[config.mk]
export PLATFORM = sky130hd
export DESIGN_NAME = com_tx
export DESIGN_NICKNAME = d
export VERILOG_FILES = /design/src/rtl/com_pkg.sv /design/src/rtl/com_tx.sv
export SDC_FILE = /design/constraint.sdc
export NUM_CORES = 1
export LEC_CHECK = 0
export CAP_MARGIN = 40
export CELL_PAD_IN_SITES_DETAIL_PLACEMENT = 1
export CELL_PAD_IN_SITES_GLOBAL_PLACEMENT = 1
export CORE_MARGIN = 2
export CORE_UTILIZATION = 36
export DETAILED_ROUTE_END_ITERATION = 12
export HOLD_SLACK_MARGIN = 0.1
export PLACE_DENSITY = 0.79
export SYNTH_ARGS = -nofsm -noshare
export SYNTH_HDL_FRONTEND = slang
export SYNTH_SLANG_ARGS = --single-unit
export TNS_END_PERCENT = 10
[constraint.sdc]
create_clock -name clk -period 3.5 [get_ports clk]
set_clock_uncertainty 0.1 [all_clocks]
set_input_delay 0.35 -clock clk [delete_from_list [all_inputs] [get_ports clk]]
set_output_delay 0.35 -clock clk [all_outputs]
set_load 0.02 [all_outputs]
[src/rtl/com_pkg.sv]
// Shared framing definitions for the communication path (tx framer and rx deframer).
package com_pkg;

    // Default frame start byte
    localparam logic [7:0] HEAD_DEF = 8'hA5;

    // Bytes added around the payload: head, type/len-high, len-low, checksum
    localparam int unsigned FRAME_OVH = 4;

    // Packet type codes carried in the upper nibble of the type byte
    typedef enum logic [3:0] {
        BAG_INIT   = 4'h0,
        BAG_ACK    = 4'h1,
        BAG_NAK    = 4'h2,
        BAG_STL    = 4'h3,
        BAG_DIDX   = 4'h4,
        BAG_DPARAM = 4'h5,
        BAG_DDIDX  = 4'h6,
        BAG_DLINK  = 4'h7,
        BAG_DTYPE  = 4'h8,
        BAG_DTEMP  = 4'h9,
        BAG_DATA0  = 4'hD,
        BAG_DATA1  = 4'hE,
        BAG_ERROR  = 4'hF
    } bag_t;

endpackage

[src/rtl/com_tx.sv]
// Transmit framer: reads a payload from packet RAM and emits
// head, type/length, payload and an XOR checksum over a valid/ready byte stream.
module com_tx
    import com_pkg::*;
#(
    parameter logic [7:0]  HEAD = HEAD_DEF,
    parameter int unsigned AW   = 12
) (
    input  logic          clk,
    input  logic          rst,
    input  logic          fs_tx,
    output logic          fd_tx,
    input  logic [3:0]    tx_btype,
    input  logic [AW-1:0] tx_ram_init,
    input  logic [AW-1:0] tx_ram_rlen,
    output logic          ram_rd,
    output logic [AW-1:0] ram_addr,
    input  logic [7:0]    ram_data,
    output logic [7:0]    tx_data,
    output logic          tx_valid,
    input  logic          tx_ready
);

    typedef enum logic [3:0] {
        ST_IDLE,
        ST_WAIT,
        ST_HEAD,
        ST_TYPE,
        ST_LENL,
        ST_RADR,
        ST_RLAT,
        ST_RSND,
        ST_CSUM,
        ST_DONE
    } state_t;

    state_t        state, state_nxt;
    logic [3:0]    btype_q, btype_nxt;
    logic [AW-1:0] init_q, init_nxt;
    logic [AW-1:0] rlen_q, rlen_nxt;
    logic [AW-1:0] idx_q, idx_nxt;
    logic [7:0]    csum_q, csum_nxt;
    logic [7:0]    data_nxt;
    logic          valid_nxt;

    // Next-state and next-datapath values; tx_data doubles as the byte register
    always_comb begin
        state_nxt = state;
        btype_nxt = btype_q;
        init_nxt  = init_q;
        rlen_nxt  = rlen_q;
        idx_nxt   = idx_q;
        csum_nxt  = csum_q;
        data_nxt  = tx_data;

        case (state)
            ST_IDLE: state_nxt = ST_WAIT;

            ST_WAIT: begin
                if (fs_tx) begin
                    btype_nxt = tx_btype;
                    init_nxt  = tx_ram_init;
                    rlen_nxt  = tx_ram_rlen;
                    idx_nxt   = '0;
                    csum_nxt  = '0;
                    data_nxt  = HEAD;
                    state_nxt = ST_HEAD;
                end
            end

            ST_HEAD: begin
                if (tx_ready) begin
                    data_nxt  = {btype_q, rlen_q[11:8]};
                    state_nxt = ST_TYPE;
                end
            end

            ST_TYPE: begin
                if (tx_ready) begin
                    csum_nxt  = csum_q ^ tx_data;
                    data_nxt  = rlen_q[7:0];
                    state_nxt = ST_LENL;
                end
            end

            ST_LENL: begin
                if (tx_ready) begin
                    csum_nxt = csum_q ^ tx_data;
                    if (rlen_q == '0) begin
                        data_nxt  = csum_nxt;
                        state_nxt = ST_CSUM;
                    end else begin
                        state_nxt = ST_RADR;
                    end
                end
            end

            ST_RADR: state_nxt = ST_RLAT;

            ST_RLAT: begin
                data_nxt  = ram_data;
                state_nxt = ST_RSND;
            end

            ST_RSND: begin
                if (tx_ready) begin
                    csum_nxt = csum_q ^ tx_data;
                    idx_nxt  = idx_q + AW'(1);
                    if (idx_nxt == rlen_q) begin
                        data_nxt  = csum_nxt;
                        state_nxt = ST_CSUM;
                    end else begin
                        state_nxt = ST_RADR;
                    end
                end
            end

            ST_CSUM: begin
                if (tx_ready) state_nxt = ST_DONE;
            end

            ST_DONE: begin
                if (!fs_tx) state_nxt = ST_WAIT;
            end

            default: state_nxt = ST_IDLE;
        endcase

        valid_nxt = (state_nxt == ST_HEAD) || (state_nxt == ST_TYPE) ||
                    (state_nxt == ST_LENL) || (state_nxt == ST_RSND) ||
                    (state_nxt == ST_CSUM);
    end

    // State and datapath registers; outputs are registered from the next state
    always_ff @(posedge clk) begin
        if (rst) begin
            state    <= ST_IDLE;
            btype_q  <= '0;
            init_q   <= '0;
            rlen_q   <= '0;
            idx_q    <= '0;
            csum_q   <= '0;
            tx_data  <= 8'h00;
            tx_valid <= 1'b0;
            ram_rd   <= 1'b0;
            ram_addr <= '0;
            fd_tx    <= 1'b0;
        end else begin
            state    <= state_nxt;
            btype_q  <= btype_nxt;
            init_q   <= init_nxt;
            rlen_q   <= rlen_nxt;
            idx_q    <= idx_nxt;
            csum_q   <= csum_nxt;
            tx_data  <= data_nxt;
            tx_valid <= valid_nxt;
            ram_rd   <= (state_nxt == ST_RADR);
            // Address sum is AW bits wide, so it wraps at the top of RAM
            if (state_nxt == ST_RADR) ram_addr <= init_nxt + idx_nxt;
            fd_tx    <= (state_nxt == ST_DONE);
        end
    end

endmodule

==> results.ini <==
[yosys]
synth_edf_count=0
netlist_instances=580
synth_compound_area_frac=0.215
yosys_warnings=0
synth_top_family_by_area=simple AND/OR/NAND/NOR gates
synth_xor_area_frac=0.0469
yosys.cell_types.count=60
syn_nets=633
synthTopCellsByCount=nand2_1, dfxtp_1, nor2_1
synthAdderAreaFrac=0.0382
synthArstFlopShare=0
synth_top_area_share=0.337
synth-simple-area-share=0.283
seq_area_frac_synth=0.337
synth_ff_type=dfxtp_1
synth_largest_area_cell=dfxtp_1
synthTopCellsByArea=dfxtp_1, nand2_1, a21oi_1, nor2_1, mux2i_1
synthMuxAreaShare=0.0382
synth.avg_cell_area_um2=7.68
netlist_area_um2=4460
yosysMostFrequentCell=nand2_1
ys_seq_elements=75

[clocking]
cts_tree=yes
cts_sinks=75
clock_latency_ps=350
cts_buffers=9
htreeDepth=3
path_clk_slew_ps=50
ctsRootBufferMaster=clkbuf_16
clockBufferDepth=2

[layout]
antennaDiodeCount=0
final_net_count=715
n_fill_cell=1485
synthToLayoutAreaGrowth_pct=30.9
drive_gt1_frac=0.134
final_util=0.484

[detailed_routing]
firstDrtPassIters=5
route.detailed.drc=0
vias=4550
ant_nets=0
drt_iter0_markers=201
route.final.wire_length_um=14300
routed_via_density=5.46
drt-wirelength-per-cell_um=17.2

[power]
power.internal_mw=1.60
ir_drop_v=0.000273
switching_share=0.275
p_leak_nw=2.19
power_switching_uw=609
p_seq_frac=0.418
pwr_density_cell_nw_per_um2=379
p_comb_frac=0.181
power_frac_clock=0.401

[setup_path]
critical_path_class=in -> reg
startpoint_type=primary input
crit_family=compound AO/OA/AOI/OAI gates
end_kind=flip-flop
cp.arrival_ps=3450
cp_cell_sequence=clkdlybuf4s50_1 -> nand2b_1 -> o2bb2ai_2 -> nand3b_1 -> o21ai_0 -> o31ai_2 -> ha_1 -> o21ai_1 -> nor2_1 -> o41ai_2 -> buf_4 -> o2111ai_2 -> o31ai_2 -> xnor2_1 -> mux2i_1 -> nor2_1
path_max_fanout=4
slowest_stage=clkdlybuf4s50_1
required_ps=3600
cp_num_buf_inv=2
cpPeakStageDelay_ps=500

[flow_run]
cap_violations=0

[placed_design]
dp_worst_setup_slack_ps=-412
hpwl_um=10500
port_buffers=62
gp_congestion=0.909

[global_routing]
grt_pass1_vias=4784
grtUsageMet3=0.0575
gr-usage-met2=0.402
antenna_found_initial=0
grt_max_degree=33
grt_pass1_wl_um=23500
busiest_layer=met2
track_usage=0.225
grtUsageMet1=0.266
grt_overflow=0

[timing]
final_max_slew_viol_count=0
fin_crit_ps=3350
max_slew_margin=0.505
finalHoldViolations=0
setup_ws_ps=153
tightest_slew_ps=741
period_share=0.956
fmax_mhz=299
setup_viol=0

[floorplanning]
die_x_um=115
coreArea_um2=12100
initial_utilization=0.369
dieHeight_um=115
placementRows=40
pin_count=63
die_area_um2=13300

[run_status]
status=finished, final reports clean

[hold_path]
min-delay-path-class=reg -> reg

power by group through the flow:
| stage | combinational (mW) | clock (mW) | sequential, mW |
|---|---|---|---|
| 2_1_floorplan | 0.223 | 0 | 0.940 |
| 3_3_place_gp | 0.377 | 0 | 0.939 |
| 3_5_place_dp | 0.390 | 0 | 0.942 |
| 4_1_cts | 0.397 | 0.912 | 0.923 |
| 5_1_grt | 0.442 | 0.940 | 0.928 |
| 6_report | 0.402 | 0.887 | 0.924 |
timing repair:
item                                    4_1_cts  5_1_grt
setup buffers                                 2        1
cloned                                        0        0
pin swaps                                     2        6
endpoints found under the setup margin        1        3
hold buffers                                  0        0
hold endpoints to repair                      0        0
resized for setup                             2       18
state kept, by name, indices dropped and copies added (netlist names), 4 cells and up:
| register | flops |
|---|---|
| state | 4 |
| csum_q | 8 |
| rlen_q | 12 |
| ram_addr | 12 |
| btype_q | 4 |
| init_q | 12 |
| tx_data | 8 |
| idx_q | 12 |
worst paths after layout:
kind / startpoint / to / slack (ps) / cells after the start
min reg2reg: init_q[2]$_SDFF_PP0_ / init_q[2]$_SDFF_PP0_ / 370 / 2
max reg2reg: state[1]$_SDFF_PP0_ / ram_addr[11]$_SDFFE_PP0P_ / 200 / 15
min: init_q[2]$_SDFF_PP0_ / init_q[2]$_SDFF_PP0_ / 370 / 2
max: fs_tx / ram_addr[11]$_SDFFE_PP0P_ / 150 / 16
kinds of logic (layout without fill, tap and decap cells):
family | Yosys count | count (layout)
compound gates | 151 | 151
xor+xnor | 23 | 23
fa+ha+maj | 13 | 13
buf+inv | 46 | 132
flops | 75 | 75
mux | 17 | 17
simple gates | 255 | 255
worst register-to-register path, cell delays in order (launching register included):
cell,delay (ps)
dfxtp_1,360
buf_4,210
o2bb2ai_2,170
nand3b_1,160
o21ai_0,300
o31ai_2,170
ha_1,350
o21ai_1,130
nor2_1,100
o41ai_2,210
buf_4,170
o2111ai_2,160
o31ai_2,240
xnor2_1,110
mux2i_1,170
nor2_1,70
through the flow:
stage	hold WS (ps)	instances	setup TNS [ps]	instance area, um^2	total power, mW
global placement	352	816	-457	5460	1.32
detailed placement	357	816	-945	5460	1.33
floorplan	336	580	0	4460	1.16
global route	390	834	-31.8	5830	2.31
CTS	373	833	0	5770	2.23
finish	372	834	0	5830	2.21
layout make-up:
class	instances	area, um^2	area share
multi-input combinational	459	2830	0.486
tap	168	210	0.0360
inverter	7	26.3	0.00451
clock inverter	2	10.0	0.00172
sequential	75	1500	0.258
timing repair buffer	110	978	0.168
clock buffer	13	270	0.0463
metal layers:
metal | routed length (um) | vias up | share of wire
li1 | - | 2207 | -
met1 | 6280 | 2221 | 0.44
met2 | 7200 | 108 | 0.50
met3 | 681 | 14 | 0.047
met4 | 181 | 0 | 0.013
met5 | 0 | - | 0
placed cells by master (no fill, tap or decap), drive strengths merged, types with 3 or more instances in the layout:
cell type,n
a31oi,5
a22o,5
xor2,3
and2,16
inv,7
a2111oi,4
mux2i,17
o311ai,8
nand3,10
a21oi,52
o31ai,17
o2111ai,3
clkbuf,13
nor2b,8
ha,12
nor4,5
or3,3
o21ai,31
nand4,4
nor3b,18
buf,49
nand2,99
or2,3
clkdlybuf4s50,60
xnor2,20
dfxtp,75
nor2,58
nor3,9
a211oi,7
nand2b,10
Power figures use the tool's default switching activity.
